### config.mk
export PLATFORM = sky130hd
export DESIGN_NAME = etroc_afc_ctrl
export DESIGN_NICKNAME = d
export VERILOG_FILES = /design/src/rtl/etroc_afc_ctrl.sv
export SDC_FILE = /design/constraint.sdc
export NUM_CORES = 1
export LEC_CHECK = 0
export ABC_AREA = 1
export ABC_CLOCK_PERIOD_IN_PS = 3600
export BUFFER_PORTS_ARGS = -buffer_cell sky130_fd_sc_hd__buf_2
export CAP_MARGIN = 20
export CORE_MARGIN = 2
export CORE_UTILIZATION = 55
export CTS_CLUSTER_DIAMETER = 80
export DETAILED_ROUTE_END_ITERATION = 8
export PLACE_DENSITY = 0.75
export REMOVE_ABC_BUFFERS = 1
export SYNTH_ARGS = -nofsm -noshare
export SYNTH_HDL_FRONTEND = slang
export SYNTH_SLANG_ARGS = --single-unit
### constraint.sdc
create_clock -name CLK40REF -period 3.6 [get_ports CLK40REF]
set_clock_uncertainty 0.05 [all_clocks]
set_input_delay 0.18 -clock CLK40REF [delete_from_list [all_inputs] [get_ports CLK40REF]]
set_output_delay 0.18 -clock CLK40REF [all_outputs]
set_load 0.1 [all_outputs]
### src/rtl/etroc_afc_ctrl.sv
// ETROC VCO automatic frequency calibration: binary search of the capacitor
// bank against a tick-count target, optionally followed by dead-band tracking.
module etroc_afc_ctrl #(
    parameter int CAP_W    = 6,
    parameter int CNT_W    = 12,
    parameter int WIN_LOG2 = 8,
    parameter int SETTLE   = 16,
    parameter int TOL      = 2
) (
    input  logic             CLK40REF,
    input  logic             toAFC_RST,
    input  logic             toAFC_Start,
    input  logic             toAFC_Mode,
    input  logic             toAFC_OverrideCtrl,
    input  logic [CAP_W-1:0] toAFC_OverrideCtrl_val,
    input  logic [CNT_W-1:0] toAFC_Target,
    input  logic             vcoTick,
    output logic [CAP_W-1:0] toI2C_AFCcalCap,
    output logic             toI2C_AFCbusy,
    output logic             afcDone,
    output logic [CNT_W-1:0] afcLastCount
);

    localparam int SET_W = $clog2(SETTLE + 1);
    localparam int TMR_W = ((WIN_LOG2 > SET_W) ? WIN_LOG2 : SET_W) + 1;
    localparam int BIT_W = (CAP_W > 1) ? $clog2(CAP_W) : 1;

    localparam logic [TMR_W-1:0] TMR_ZERO    = {TMR_W{1'b0}};
    localparam logic [TMR_W-1:0] SETTLE_LAST = TMR_W'(SETTLE - 1);
    localparam logic [TMR_W-1:0] WIN_LAST    = TMR_W'((1 << WIN_LOG2) - 1);
    localparam logic [CNT_W-1:0] CNT_ZERO    = {CNT_W{1'b0}};
    localparam logic [CNT_W-1:0] CNT_MAX     = {CNT_W{1'b1}};
    localparam logic [CAP_W-1:0] CAP_ZERO    = {CAP_W{1'b0}};
    localparam logic [CAP_W-1:0] CAP_MAX     = {CAP_W{1'b1}};
    localparam logic [CAP_W-1:0] CAP_MSB     = CAP_W'(1'b1) << (CAP_W - 1);
    localparam logic [BIT_W-1:0] BIT_ZERO    = {BIT_W{1'b0}};
    localparam logic [BIT_W-1:0] BIT_TOP     = BIT_W'(CAP_W - 1);
    localparam logic [CNT_W:0]   TOL_X       = (CNT_W + 1)'(TOL);

    typedef enum logic [2:0] {
        ST_IDLE    = 3'd0,
        ST_SETTLE  = 3'd1,
        ST_MEASURE = 3'd2,
        ST_DECIDE  = 3'd3,
        ST_DONE    = 3'd4
    } state_t;

    state_t           state_r;
    state_t           state_nxt_s;
    logic             start_q_r;
    logic             armed_r;
    logic             busy_r;
    logic             done_r;
    logic             track_r;
    logic [CAP_W-1:0] code_r;
    logic [BIT_W-1:0] bit_r;
    logic [TMR_W-1:0] tmr_r;
    logic [CNT_W-1:0] count_r;
    logic [CNT_W-1:0] last_r;

    logic             start_edge_s;
    logic             launch_s;
    logic             keep_s;
    logic [CAP_W-1:0] code_nxt_s;
    logic [CNT_W:0]   cnt_x_s;
    logic [CNT_W:0]   tgt_x_s;
    logic             trk_up_s;
    logic             trk_dn_s;
    logic [CAP_W-1:0] trk_code_s;
    logic [CAP_W-1:0] cal_cap_s;

    // Start qualification: armed_r masks a start already high at reset release,
    // and a running search (busy) ignores further edges.
    always_comb begin
        start_edge_s = toAFC_Start & ~start_q_r & armed_r;
        launch_s     = start_edge_s & ~toAFC_OverrideCtrl & ~busy_r;
    end

    // Binary-search step: resolve the current trial bit, then arm the next one.
    always_comb begin
        keep_s             = (count_r > toAFC_Target);
        code_nxt_s         = code_r;
        code_nxt_s[bit_r]  = keep_s;
        if (bit_r != BIT_ZERO) begin
            code_nxt_s[bit_r - 1'b1] = 1'b1;
        end else begin
            code_nxt_s[0] = keep_s;
        end
    end

    // Tracking step, compared one bit wider so target+TOL cannot wrap.
    always_comb begin
        cnt_x_s  = {1'b0, count_r};
        tgt_x_s  = {1'b0, toAFC_Target};
        trk_up_s = (cnt_x_s > (tgt_x_s + TOL_X));
        trk_dn_s = ((cnt_x_s + TOL_X) < tgt_x_s);
        if (trk_up_s && (code_r != CAP_MAX)) begin
            trk_code_s = code_r + 1'b1;
        end else if (trk_dn_s && (code_r != CAP_ZERO)) begin
            trk_code_s = code_r - 1'b1;
        end else begin
            trk_code_s = code_r;
        end
    end

    // FSM state register.
    always_ff @(posedge CLK40REF or posedge toAFC_RST) begin
        if (toAFC_RST) begin
            state_r <= ST_IDLE;
        end else begin
            state_r <= state_nxt_s;
        end
    end

    // FSM next-state logic; override beats everything, including a launch.
    always_comb begin
        state_nxt_s = state_r;
        if (toAFC_OverrideCtrl) begin
            state_nxt_s = ST_IDLE;
        end else if (launch_s) begin
            state_nxt_s = ST_SETTLE;
        end else begin
            case (state_r)
                ST_IDLE:    state_nxt_s = ST_IDLE;
                ST_SETTLE:  state_nxt_s = (tmr_r == SETTLE_LAST) ? ST_MEASURE : ST_SETTLE;
                ST_MEASURE: state_nxt_s = (tmr_r == WIN_LAST) ? ST_DECIDE : ST_MEASURE;
                ST_DECIDE:  state_nxt_s = (busy_r && (bit_r == BIT_ZERO)) ? ST_DONE : ST_SETTLE;
                ST_DONE:    state_nxt_s = track_r ? ST_SETTLE : ST_DONE;
                default:    state_nxt_s = ST_IDLE;
            endcase
        end
    end

    // Datapath: timers, tick counter, trial/tracked code and status flags.
    always_ff @(posedge CLK40REF or posedge toAFC_RST) begin
        if (toAFC_RST) begin
            start_q_r <= 1'b0;
            armed_r   <= 1'b0;
            busy_r    <= 1'b0;
            done_r    <= 1'b0;
            track_r   <= 1'b0;
            code_r    <= CAP_ZERO;
            bit_r     <= BIT_ZERO;
            tmr_r     <= TMR_ZERO;
            count_r   <= CNT_ZERO;
            last_r    <= CNT_ZERO;
        end else begin
            start_q_r <= toAFC_Start;
            armed_r   <= 1'b1;
            if (toAFC_OverrideCtrl) begin
                busy_r  <= 1'b0;
                done_r  <= 1'b0;
                track_r <= 1'b0;
                tmr_r   <= TMR_ZERO;
            end else if (launch_s) begin
                code_r  <= CAP_MSB;
                bit_r   <= BIT_TOP;
                busy_r  <= 1'b1;
                done_r  <= 1'b0;
                track_r <= 1'b0;
                tmr_r   <= TMR_ZERO;
            end else begin
                case (state_r)
                    ST_SETTLE: begin
                        if (tmr_r == SETTLE_LAST) begin
                            tmr_r   <= TMR_ZERO;
                            count_r <= CNT_ZERO;
                        end else begin
                            tmr_r <= tmr_r + 1'b1;
                        end
                    end
                    ST_MEASURE: begin
                        if (vcoTick && (count_r != CNT_MAX)) begin
                            count_r <= count_r + 1'b1;
                        end else begin
                            count_r <= count_r;
                        end
                        if (tmr_r == WIN_LAST) begin
                            tmr_r <= TMR_ZERO;
                        end else begin
                            tmr_r <= tmr_r + 1'b1;
                        end
                    end
                    ST_DECIDE: begin
                        last_r <= count_r;
                        tmr_r  <= TMR_ZERO;
                        if (busy_r) begin
                            code_r <= code_nxt_s;
                            if (bit_r == BIT_ZERO) begin
                                busy_r  <= 1'b0;
                                done_r  <= 1'b1;
                                track_r <= toAFC_Mode;
                            end else begin
                                bit_r <= bit_r - 1'b1;
                            end
                        end else begin
                            code_r <= trk_code_s;
                        end
                    end
                    default: begin
                        tmr_r <= tmr_r;
                    end
                endcase
            end
        end
    end

    // Output mux: override is applied combinationally, even during reset.
    always_comb begin
        if (toAFC_OverrideCtrl) begin
            cal_cap_s = toAFC_OverrideCtrl_val;
        end else begin
            cal_cap_s = code_r;
        end
    end

    assign toI2C_AFCcalCap = cal_cap_s;
    assign toI2C_AFCbusy   = busy_r;
    assign afcDone         = done_r;
    assign afcLastCount    = last_r;

endmodule

======== Yosys cells after proc, flatten, opt, wreduce, memory -nomap -nowiden ========
Index checks and enable logic that the tools add are counted.
W data, S select, Z words.
operators by class
  mux-type cells .......................... 47
  reductions and logical operators ........ 22
  order comparisons ....................... 7
  bitwise operators ....................... 9
  eq/ne operators ......................... 11
  add/subtract/negate cells ............... 7
operator list
  operator                 number
  $mux W6                  6
  $mux W9                  4
  $pmux W9 S3              1
  $add A12 B2 Y13 const B  2
  $mux W12                 2
  $mux W3                  8
  $pmux W12 S2             1
  $mux W1                  19
  $gt A12 B13 Y1           1
  $lt A13 B12 Y1           1
  $add A12 B1 Y12 const B  1
  $gt A12 B12 Y1           1
  $ne A12 B12 Y1 const B   1
  $pmux W3 S4              1
  $reduce_bool A3 Y1       4
  $add A9 B1 Y9 const B    1
  $eq A9 B4 Y1 const B     1
  $eq A9 B8 Y1 const B     1
  $reduce_and A3 Y1        3
  $lt A3 B4 Y1 const B     2
  $add A6 B1 Y6 const B    1
  $bwmux W6                1
  $demux W1 S3             2
  $eq A3 B2 Y1 const B     2
  20 further kinds         36
storage, ports and cells
  output and inout bits ................... 20
  register bits after elaboration ......... 50
  word-level logic and storage cells ...... 114
  input port bits ......................... 24

======== Depth between registers and ports, before layout ========
  word-level depth ........................ 10
  mapped depth ............................ 28
  gate-level depth less buffers ........... 28

======== Worst setup path after synthesis ========
No wires, ideal clock.
  kind .................................... input to register
  start ................................... input port toAFC_Target[1]
  end ..................................... register code_r[5]
  setup time .............................. 0.116 ns
  path buffers ............................ 0
  data arrival time ....................... 2.920 ns
  required time ........................... 3.434 ns
  stages on the path ...................... 27
  slack ................................... 0.514 ns
  cells stage by stage .................... ha_1 > nand2_1 > nor2_1 > nand2_1 > nor3_1 > nand3_1 > xor2_1 > ha_1 > and3_1 > nand2_1 > nor2_1 > nor2_1 > nand3_2 > ha_1 > nand2_1 > inv_1 > nand3_1 > nand3_1 > nand2_1 > nand2_1 > inv_1 > nand4_1 > nand2_1 > nand2_1 > nand2_1 > nand2_1 > nand2_1
between the ends
  longest elaborated chain between the ends .. 7
  elaborated cells between the ends (all ways) .. 15
  those cells by class .................... add/sub (1); order compare (3); mux (6); bitwise (1); reduce/logical (4)
RTL lines
  element                                              line    RTL
  from (decl)                                          16      input logic [CNT_W-1:0] toAFC_Target,
  $add A12 B2 Y13 or $gt A12 B12 Y1 (tied branches)    95, 81
  $gt A12 B13 Y1 or $bwmux W6 (tied branches)          95, 83
  $logic_and A1 B1 Y1 or $or A6 B6 Y6 (tied branches)  -
  $mux W6 or $mux W5 (tied branches)                   97, 84
  $mux W6                                              187     if (busy_r) begin
  $mux W6                                              163     case (state_r)
  $mux W6                                              155     end else if (launch_s) begin
  to (signal assigned)                                 188     code_r <= code_nxt_s;
  to (signal assigned)                                 197     code_r <= trk_code_s;
  to (decl)                                            55      logic [CAP_W-1:0] code_r;
Several ways; a longest one is shown, not always the timed one. The select of a mux whose other input is x is not followed.
A chain may end at the register's enable or synchronous reset.

======== Worst setup path in the final report ========
Ends and elaborated chain as after synthesis.

==> flow_summary.yaml <==
run_status:
  outcome: "completed"
floorplan:
  num_io_pins: 44
  start_util_pct: 56.46
  die_w_um: 92.84
  die_y_um: 92.84
  die-area_mm2: 0.008618
  core_area_mm2: 0.007687
  rows: 32
cts:
  clockRootBuffer: "clkbuf_8"
  clockBufferDepth: 2
  clk_pin_slew_ps: 100
  ctsResizeCount: 0
  clock-sinks: 50
  clkLatencyLatePin_ps: 310
  numCtsBuffers: 5
  cts_tree: "done"
  htreeDepth: 2
  cts_setup_buffers: 0
detailed_routing:
  drt_iter0_markers: 155
  routed_via_density: 5.472
  wl_per_cell_um: 13.66
  drt_first_pass_iters: 5
  ant_nets: 0
  wl_um: 10170
  dr_total_vias: 4077
  drc: 0
final_layout:
  drive_above_1_share_pct: 16.02
  syn2layout_area_growth_pct: 9.397
  layout.nets: 713
  n_antenna_cell: 0
  final_cell_mix: "nand2_1 (148), inv_1 (73), dfrtp_1 (50)"
  layout_commonest_cell: "nand2_1"
  stdcell_area_mm2: 0.004748
place:
  dp_hpwl_um: 8062
  gp_congestion: 0.9521
  placed_cell_area_mm2: 0.004622
  io_buffers: 43
critical_path:
  worstReg2RegStart: "count_r[1]"
  path_class: "in -> reg"
  cp_data_arrival_time_ps: 3390
  critPathCapture: "code_r[5]"
  start_kind: "input port"
  crit_buf_inv: 3
  slowest_delay_ps: 380
  end_kind: "flip-flop"
  r2r-end: "code_r[5]"
  critPathMaxFanout: 7
  cp-startpoint: "toAFC_Target[1]"
  critPathSlowestCell: "ha_1"
  cp_num_cells: 28
  reg2reg_slack_ps: 610
  critical_path_required_ps: 3770
  critPathTopFamily: "simple AND/OR/NAND/NOR gates"
  reg2reg_depth: 23
  critPathMostFrequentCell: "nand2_1"
synth:
  avgSynthCellArea_um2: 7.270
  synth_area_mm2: 0.004340
  synth.top_cell.area_share_pct: 28.83
  synth.distinct_cells: 48
  seq_area_frac_synth_pct: 28.83
  synth_edf_count: 0
  synth_cells: 597
  ys.flop_type: "dfrtp_1"
  synth_area_leaders: "dfrtp_1 (29%), ha_1 (13%), nand2_1 (13%)"
  yosysWarningCount: 0
  yosysTopAreaCell: "dfrtp_1"
  ys_seq_elements: 50
  ys_async_sr_fraction_pct: 100.0
grt:
  globalRoute.totalOverflow: 0
  grt_pass1_wl_um: 17590
  grtUsageTotal_pct: 25.03
  grt_pass1_vias: 3887
  grt_max_degree: 51
  antenna_found_initial: 0
timing:
  finalCriticalPeriod_ps: 3219
  final.period_utilization_pct: 89.42
  worst_slew_pin_slew_ps: 606.1
  hold_violations: 0
  fmax_mhz: 310.6
  setup_viol: 0
  rsz0062_at_grt: "false"
  final_max_slew_viol_count: 0
  slew_headroom_pct: 59.55
  fin_tns_setup_ps: 0
pwr:
  leakagePower_nw: 2.483
  p_per_area_mw_per_mm2: 425.7
  ir_drop_mv: 0.3034
run:
  cap_violations: 0
min_path:
  min_path_type: "in -> reg"
## sequential cells by signal, summed over array words and instances (netlist names)
signal and cells:
afcLastCount 12, count_r 12, tmr_r 9, code_r 6, bit_r 3, state_r 3
afcDone 1, armed_r 1, start_q_r 1, toI2C_AFCbusy 1, track_r 1
## logic make-up after synthesis
family,after synthesis,share of synthesized area (%)
simple gates,280,29.55
compound gates,97,13.52
buf+inv,97,9.196
flops,50,28.83
fa+ha+maj,47,13.72
xor+xnor,24,4.843
other cells,1,0.08640
mux,1,0.2594
## per-stage QoR
stage               cells  power [W]  util (%)  hold slack [ps]  worst slack [ps]
floorplan             588   0.001466         -            161.4             513.9
global placement      734   0.001652     60.12            263.5             169.3
CTS                   743   0.002021     61.38            51.11             406.5
detailed placement    734   0.001681     60.12            271.0             79.97
global route          745   0.002178     61.77            63.75             58.95
finish                745   0.002021     61.77            56.97             380.9
## synthesized netlist by cell type (all sizes together) (2+ instances only)
cell type / count
a31oi: 3
nand3: 46
xnor2: 4
ha: 46
and3: 2
buf: 8
nor2: 47
nand2: 155
o21a: 2
nand4: 8
inv: 87
o21ai: 46
o211a: 2
o31ai: 3
a21oi: 34
nor3: 15
nand3b: 2
or2: 2
dfrtp: 50
xor2: 20
o221a: 2
nor4: 3
## layout make-up
cell class / instances / area [µm²]
clock buffer: 6 / 72.57
clock inverter: 2 / 13.76
timing repair buffer: 47 / 262.8
tap: 102 / 127.6
inverter: 88 / 330.3
sequential: 50 / 1251
fill: 740 / 2939
multi-input combinational: 450 / 2690
## how the worst min path moves through the flow
| stage | depth (start not counted) | startpoint | to |
|---|---|---|---|
| 2_1_floorplan | 0 | toAFC_Start | start_q_r |
| 3_3_place_gp | 1 | toAFC_Start | start_q_r |
| 3_5_place_dp | 1 | toAFC_Start | start_q_r |
| 4_1_cts | 3 | toAFC_Mode | track_r |
| 5_1_grt | 3 | toAFC_Mode | track_r |
| 6_report | 3 | toAFC_Mode | track_r |
## worst reg2reg max path: stages (launching register included)
cell	delay [ps]
dfrtp_1	530
inv_1	160
ha_1	380
nand2_1	70
inv_1	70
nand3_1	70
nand3_1	90
nand2_1	60
nand2_1	100
nand3_2	160
ha_1	380
nand2_1	60
inv_1	60
nand3_1	90
nand3_1	80
nand2_1	60
nand2_1	80
inv_1	40
nand4_1	60
nand2_1	60
nand2_1	50
nand2_1	40
nand2_1	50
nand2_1	40
## where the power goes
part	switching, W	leakage [nW]	internal, W	total, W
Sequential	0.000115	0.670	0.000625	0.000741
Combinational	0.000623	1.77	0.000321	0.000944
Clock	0.000198	0.0452	0.000138	0.000336
Total	0.000937	2.48	0.00108	0.00202
## metal layers
metal / up-vias / share of wire (%) / GRT usage [%]
met3: 14 / 4.5 / 3.336
met2: 108 / 47 / 41.61
li1: 2056 / - / -
met5: - / 0 / 0
met4: 0 / 1.3 / 6.863
met1: 1899 / 48 / 34.34
## repair_timing
| item | in CTS | in global routing |
|---|---|---|
| hold buffers | 1 | 1 |
| setup endpoints to repair | 0 | 0 |
| hold endpoints to repair | 1 | 15 |
(Power assumes the default switching activity.)
